===== config.mk =====
export PLATFORM = sky130hd
export DESIGN_NAME = pss_peak_detector
export DESIGN_NICKNAME = d
export VERILOG_FILES = /design/src/rtl/pss_pkg.sv /design/src/rtl/moving_sum.sv /design/src/rtl/pss_peak_detector.sv
export SDC_FILE = /design/constraint.sdc
export NUM_CORES = 1
export LEC_CHECK = 0
export ABC_CLOCK_PERIOD_IN_PS = 4550
export CORE_ASPECT_RATIO = 1.4
export CORE_MARGIN = 5
export CORE_UTILIZATION = 54
export CTS_BUF_LIST = sky130_fd_sc_hd__clkbuf_16
export DETAILED_ROUTE_END_ITERATION = 12
export DONT_BUFFER_PORTS = 1
export GPL_TIMING_DRIVEN = 0
export PLACE_DENSITY = 0.68
export SYNTH_ARGS = -nofsm -noshare
export SYNTH_HDL_FRONTEND = slang
export SYNTH_SLANG_ARGS = --single-unit

===== constraint.sdc =====
create_clock -name clk_i -period 4.55 [get_ports clk_i]
set_input_delay 0.6825 -clock clk_i [delete_from_list [all_inputs] [get_ports clk_i]]
set_output_delay 0.6825 -clock clk_i [all_outputs]
set_load 0.01 [all_outputs]

===== src/rtl/pss_pkg.sv =====
// rtl/pss_pkg.sv - shared types and helpers for the PSS peak detector
package pss_pkg;

  typedef enum logic [1:0] {
    IDLE   = 2'd0,
    SEARCH = 2'd1,
    REPORT = 2'd2
  } peak_state_t;

  // Width at which the scaled magnitude and scaled sum are compared without truncation.
  function automatic int cmp_width(input int in_dw, input int avg_log2, input int detect_shift);
    return in_dw + avg_log2 + detect_shift;
  endfunction

endpackage


===== src/rtl/moving_sum.sv =====
// rtl/moving_sum.sv - running sum of the 2**LOG2 most recent accepted samples
module moving_sum
  import pss_pkg::*;
#(
  parameter int DW   = 24,
  parameter int LOG2 = 4
) (
  input  logic               clk_i,
  input  logic               reset_ni,
  input  logic               valid_i,
  input  logic [DW-1:0]      data_i,
  output logic [DW+LOG2-1:0] sum_o
);

  localparam int DEPTH = 2 ** LOG2;
  localparam int SW    = DW + LOG2;

  logic [DW-1:0] dly_q [DEPTH];
  logic [SW-1:0] sum_q;

  // sum_q excludes the sample currently on data_i; it joins on the accepting edge.
  always_ff @(posedge clk_i or negedge reset_ni) begin
    if (!reset_ni) begin
      for (int i = 0; i < DEPTH; i++) dly_q[i] <= '0;
      sum_q <= '0;
    end else if (valid_i) begin
      dly_q[0] <= data_i;
      for (int i = 1; i < DEPTH; i++) dly_q[i] <= dly_q[i-1];
      sum_q <= sum_q + SW'(data_i) - SW'(dly_q[DEPTH-1]);
    end
  end

  assign sum_o = sum_q;

endmodule


===== src/rtl/pss_peak_detector.sv =====
// rtl/pss_peak_detector.sv - threshold crossing, windowed max search and peak report
module pss_peak_detector
  import pss_pkg::*;
#(
  parameter int IN_DW        = 24,
  parameter int C_DW         = 80,
  parameter int AVG_LOG2     = 4,
  parameter int DETECT_SHIFT = 2,
  parameter int WINDOW_LEN   = 8,
  parameter int CNT_DW       = 16
) (
  input  logic              clk_i,
  input  logic              reset_ni,
  input  logic [IN_DW-1:0]  s_axis_in_tdata,
  input  logic              s_axis_in_tvalid,
  input  logic [C_DW-1:0]   C0_i,
  input  logic [C_DW-1:0]   C1_i,
  input  logic [IN_DW-1:0]  noise_floor_i,
  output logic              peak_valid_o,
  output logic [IN_DW-1:0]  peak_mag_o,
  output logic [CNT_DW-1:0] peak_idx_o,
  output logic [C_DW-1:0]   peak_C0_o,
  output logic [C_DW-1:0]   peak_C1_o,
  output logic              busy_o
);

  localparam int CW = cmp_width(IN_DW, AVG_LOG2, DETECT_SHIFT);
  localparam int SW = IN_DW + AVG_LOG2;
  localparam int FW = AVG_LOG2 + 1;
  localparam logic [FW-1:0] FILL_FULL = FW'(2 ** AVG_LOG2);
  localparam int WW = $clog2(WINDOW_LEN + 1);
  localparam logic [WW-1:0] WIN_LAST = WW'(WINDOW_LEN - 1);

  peak_state_t       state_q;
  logic [SW-1:0]     sum;
  logic [CW-1:0]     x_scaled;
  logic [CW-1:0]     s_scaled;
  logic              warm;
  logic              crossing;
  logic              take_max;
  logic              win_done;
  logic [FW-1:0]     fill_q;
  logic [CNT_DW-1:0] idx_q;
  logic [WW-1:0]     win_cnt_q;
  logic [IN_DW-1:0]  max_q;
  logic [CNT_DW-1:0] max_idx_q;
  logic [C_DW-1:0]   max_c0_q;
  logic [C_DW-1:0]   max_c1_q;

  moving_sum #(
    .DW   (IN_DW),
    .LOG2 (AVG_LOG2)
  ) u_moving_sum (
    .clk_i    (clk_i),
    .reset_ni (reset_ni),
    .valid_i  (s_axis_in_tvalid),
    .data_i   (s_axis_in_tdata),
    .sum_o    (sum)
  );

  // Outside SEARCH (including the REPORT cycle) a sample is judged as a fresh crossing.
  always_comb begin
    x_scaled = CW'(s_axis_in_tdata) << AVG_LOG2;
    s_scaled = CW'(sum) << DETECT_SHIFT;
    warm     = (fill_q == FILL_FULL);
    crossing = warm && (x_scaled > s_scaled) && (s_axis_in_tdata > noise_floor_i);
    take_max = (state_q == SEARCH) ? (s_axis_in_tdata > max_q) : crossing;
    win_done = (state_q == SEARCH) ? (win_cnt_q == WIN_LAST) : (crossing && (WINDOW_LEN == 1));
  end

  always_ff @(posedge clk_i or negedge reset_ni) begin
    if (!reset_ni) begin
      state_q      <= IDLE;
      fill_q       <= '0;
      idx_q        <= '0;
      win_cnt_q    <= '0;
      max_q        <= '0;
      max_idx_q    <= '0;
      max_c0_q     <= '0;
      max_c1_q     <= '0;
      peak_valid_o <= 1'b0;
      peak_mag_o   <= '0;
      peak_idx_o   <= '0;
      peak_C0_o    <= '0;
      peak_C1_o    <= '0;
    end else begin
      peak_valid_o <= 1'b0;
      if (state_q == REPORT) state_q <= IDLE;
      if (s_axis_in_tvalid) begin
        idx_q <= idx_q + 1'b1;
        if (!warm) fill_q <= fill_q + 1'b1;
        if (take_max) begin
          max_q     <= s_axis_in_tdata;
          max_idx_q <= idx_q;
          max_c0_q  <= C0_i;
          max_c1_q  <= C1_i;
        end
        if (state_q == SEARCH) begin
          win_cnt_q <= win_cnt_q + 1'b1;
        end else if (crossing) begin
          win_cnt_q <= WW'(1);
          state_q   <= SEARCH;
        end
        // The closing sample may itself be the new maximum, so forward it directly.
        if (win_done) begin
          state_q      <= REPORT;
          peak_valid_o <= 1'b1;
          peak_mag_o   <= take_max ? s_axis_in_tdata : max_q;
          peak_idx_o   <= take_max ? idx_q : max_idx_q;
          peak_C0_o    <= take_max ? C0_i : max_c0_q;
          peak_C1_o    <= take_max ? C1_i : max_c1_q;
        end
      end
    end
  end

  assign busy_o = (state_q == SEARCH);

endmodule

==> flow_summary_export.csv <==
group,metric,value,unit
outcome,outcome,"finished with violations",
outcome,violations,"hold timing, slew limit",
setup_path,arrival,4540,ps
die,num_rows,113,
pwr,p_comb_share,26.2,%
clock_tree,clock_path_buffers,3,
setup_path,path_class,"reg2reg",
pwr,power_frac_clock,28.1,%
yosys,postSynthCellCount,2811,
global_routing,track_usage,23.8,%
detailed_routing,drt_iter0_drc,1103,
yosys,syn_nets,3151,
yosys,avgSynthCellArea,13.1,µm²
setup_path,worstPathRequired,5060,ps
sta,final.setup.tns,0,ps
sta,skew,22.9,ps
yosys,synth_area_leaders,"dfrtp_1 57%, mux2_2 12%, mux2i_1 6.4%, mux2_1 5.4%, ha_1 3.6%",
yosys,yosys_warnings,0,
sta,setup_viol,0,
sta,timing.final.hold_violations,59,
place,io_buffers,0,
clock_tree,clk_pin_slew,70,ps
sta,relSlewSlack,-42.4,%
pwr,p_sw_share,30.2,%
yosys,yosys.area.top_type_share,57.3,%
cells_and_area,drive_above_1_share,18.4,%
sta,worst_pin_slew,2140,ps
yosys,netlist_area,36700,µm²
yosys,synth_largest_area_cell,"dfrtp_1",
clock_tree,cts_tree,"yes",
detailed_routing,wl_per_cell,22.9,µm
die,io_pins,413,
global_routing,grt_pass1_vias,23400,
sta,finalCritPeriodShare,88.6,%
die,die_x,230,µm
yosys,ys_seq_elements,840,
cells_and_area,area_delta_synth_final,9.49,%
clock_tree,clk_latency,630,ps
setup_path,critPathLaunchType,"flip-flop",
worst_hold_path,hp-class,"in2async",
die,dieArea,73300,µm²
detailed_routing,vias,21700,
pwr,switching_power,6.65,mW
pwr,p_leak,18.7,nW
pwr,p_int,15.4,mW
sta,rsz0062_at_grt,"no",
clock_tree,cts_num_sinks,840,
setup_path,worstSetupEndpointType,"flip-flop",
yosys,synth_edf_count,0,
pwr,p_total,22.0,mW
die,initial_core_util,54.3,%
detailed_routing,routed_wirelength,87200,µm
detailed_routing,via_per_inst,5.69,
clock_tree,root_buffer,"clkbuf_16",
place,place_ws,252,ps
die,core_area,67600,µm²
sta,worst_slack,517,ps
cells_and_area,fin_nets,3231,
place,gp_congestion,0.881,
sta,min_period,4030,ps
setup_path,crit_fanout,4,
sta,max_freq,248,MHz
sta,timing.hold.ws,-247,ps
pwr,seqPwrFrac,45.8,%
detailed_routing,ant_nets,0,
pwr,p_per_area,548,nW/µm²
flow_run,maxCapViolations,0,
die,die_h,318,µm
detailed_routing,drc,0,
yosys,ys_types,58,
global_routing,grt_max_degree,841,
yosys,yosys_most_used_dff,"dfrtp_1",
clock_tree,htree_levels,3,
detailed_routing,dr.pass1.iters,7,
clock_tree,numCtsBuffers,78,
yosys,async_reset_ff_share,100,%
global_routing,grt_pass1_wl,137000,µm
yosys,seq_area_frac_synth,57.3,%
place,hpwl,65600,µm
global_routing,grt_remaining_overflow,0,
pwr,ir_worst_vdd,346,µV
sta,final_max_slew_viol_count,700,
global_routing,antenna_found_initial,4,
[metal layers]
| metal | GRT usage [%] | up-vias | routed length (µm) |
|---|---|---|---|
| met5 | 0 | - | 0 |
| met2 | 43.5 | 536 | 46100 |
| met4 | 10.9 | 0 | 4230 |
| met1 | 25.6 | 11000 | 30800 |
| met3 | 6.35 | 189 | 6070 |
| li1 | - | 9936 | - |
[stage by stage]
step	util [%]	area, µm²	hold slack [ps]	instances
floorplan	-	36700	387	2811
global placement	55.9	37800	406	3673
detailed placement	55.9	37800	406	3673
CTS	59.4	40200	-271	3812
global route	59.4	40200	-269	3814
finish	59.4	40200	-247	3816
[cells in the final DEF (no fill, tap or decap), types with 4 or more instances in the layout]
cell	instances
nand2b_1	10
and3_1	13
a211oi_1	7
nor2b_1	5
buf_4	41
clkinv_1	18
o211ai_1	4
mux2_2	387
nand4_1	23
nand2_1	236
o21a_1	8
clkbuf_16	79
ha_1	105
mux2_1	177
o21ai_1	204
nor3_1	6
a21oi_1	47
dfrtp_1	840
diode_2	4
xnor2_1	28
a21o_1	26
o21ai_0	29
xor2_1	7
or3_1	4
mux2i_1	236
clkinv_2	16
and4_1	4
inv_1	166
nor2_1	22
o31ai_1	4
clkbuf_1	95
nand3_1	23
fa_1	24
[worst max-delay path: stages, from the launching register on]
cell and delay (ps):
dfrtp_1 370, inv_1 80, fa_1 570, inv_1 60
ha_1 300, a211oi_1 360, nor2_1 120, o41ai_1 980
o21a_1 270, o31a_1 190, o21ai_1 150, a21o_1 210
a211o_1 250
[synthesized netlist by cell type, types with 3 or more instances]
library cell	n
o21bai_1	3
mux2_2	387
fa_1	24
inv_1	153
nand2b_1	10
nand3_1	23
o31ai_1	4
ha_1	105
and4_1	4
o21ai_1	204
and3_1	13
o21a_1	8
a21o_1	26
nor2_1	22
a21oi_1	47
o211ai_1	4
xor2_1	7
mux2i_1	236
clkbuf_1	95
nor3_1	6
dfrtp_1	840
o21ai_0	29
nor2b_1	5
o41ai_1	3
buf_2	3
or3_1	4
nand2_1	236
a211oi_1	7
mux2_1	177
xnor2_1	28
nand4_1	23
buf_4	41
[cells by family (layout without fill, tap and decap cells)]
kind of cell | Yosys count | after routing | synth area share [%]
XOR/XNOR | 35 | 35 | 0.836
other | 0 | 4 | 0
AO/OA/AOI/OAI | 358 | 358 | 5.55
flip-flops | 840 | 840 | 57.3
buffers and inverters | 295 | 434 | 3.45
multiplexers | 800 | 800 | 23.8
AND/OR/NAND/NOR | 354 | 354 | 4.23
adder cells (fa/ha/maj) | 129 | 129 | 4.89
[final timing paths]
check	from	to	slack, ps	cells past startpoint
setup / recovery	u_moving_sum.sum_o[1]	u_moving_sum.sum_o[27]	520	12
min in group clk_i	C1_i[9]	max_c1_q[9]	190	1
max in group asynchronous	reset_ni	max_c1_q[53]	3100	0
setup reg to reg	u_moving_sum.sum_o[1]	u_moving_sum.sum_o[27]	520	12
hold reg to reg	max_c0_q[34]	max_c0_q[34]	490	1
hold / removal	reset_ni	peak_C0_o[43]	-250	0
[registers in the layout, summed over array words and instances, names as in the netlist, 2 cells and up]
| register | flops |
|---|---|
| idx_q | 16 |
| u_moving_sum.dly_q | 384 |
| peak_idx_o | 16 |
| state_q | 2 |
| max_c0_q | 80 |
| win_cnt_q | 4 |
| max_q | 24 |
| fill_q | 5 |
| peak_C0_o | 80 |
| max_idx_q | 16 |
| peak_mag_o | 24 |
| max_c1_q | 80 |
| peak_C1_o | 80 |
| u_moving_sum.sum_o | 28 |
[cell type report]
type                       count  area (µm²)
clock buffer                  79        1980
buffer                       141         687
sequential                   840       21000
multi-input combinational   1676       14400
inverter                     154         578
fill                        5459       27400
tap                          862        1080
clock inverter                60         414
antenna                        4        10.0
[power groups by stage]
stage	sequential (mW)	combinational, mW	clock, mW
final	10.1	5.76	6.18
after global routing	10.3	6.49	6.63
after CTS	10.1	5.78	6.31
after detailed placement	10.2	5.73	0
after global placement	10.1	5.50	0
after floorplan	9.77	4.70	0
[what timing repair did]
item	CTS	global route
gates resized for setup	0	0
buffers inserted	0	0
endpoints found under the hold margin	840	840
Note: power is estimated with default switching activity, not from simulation.
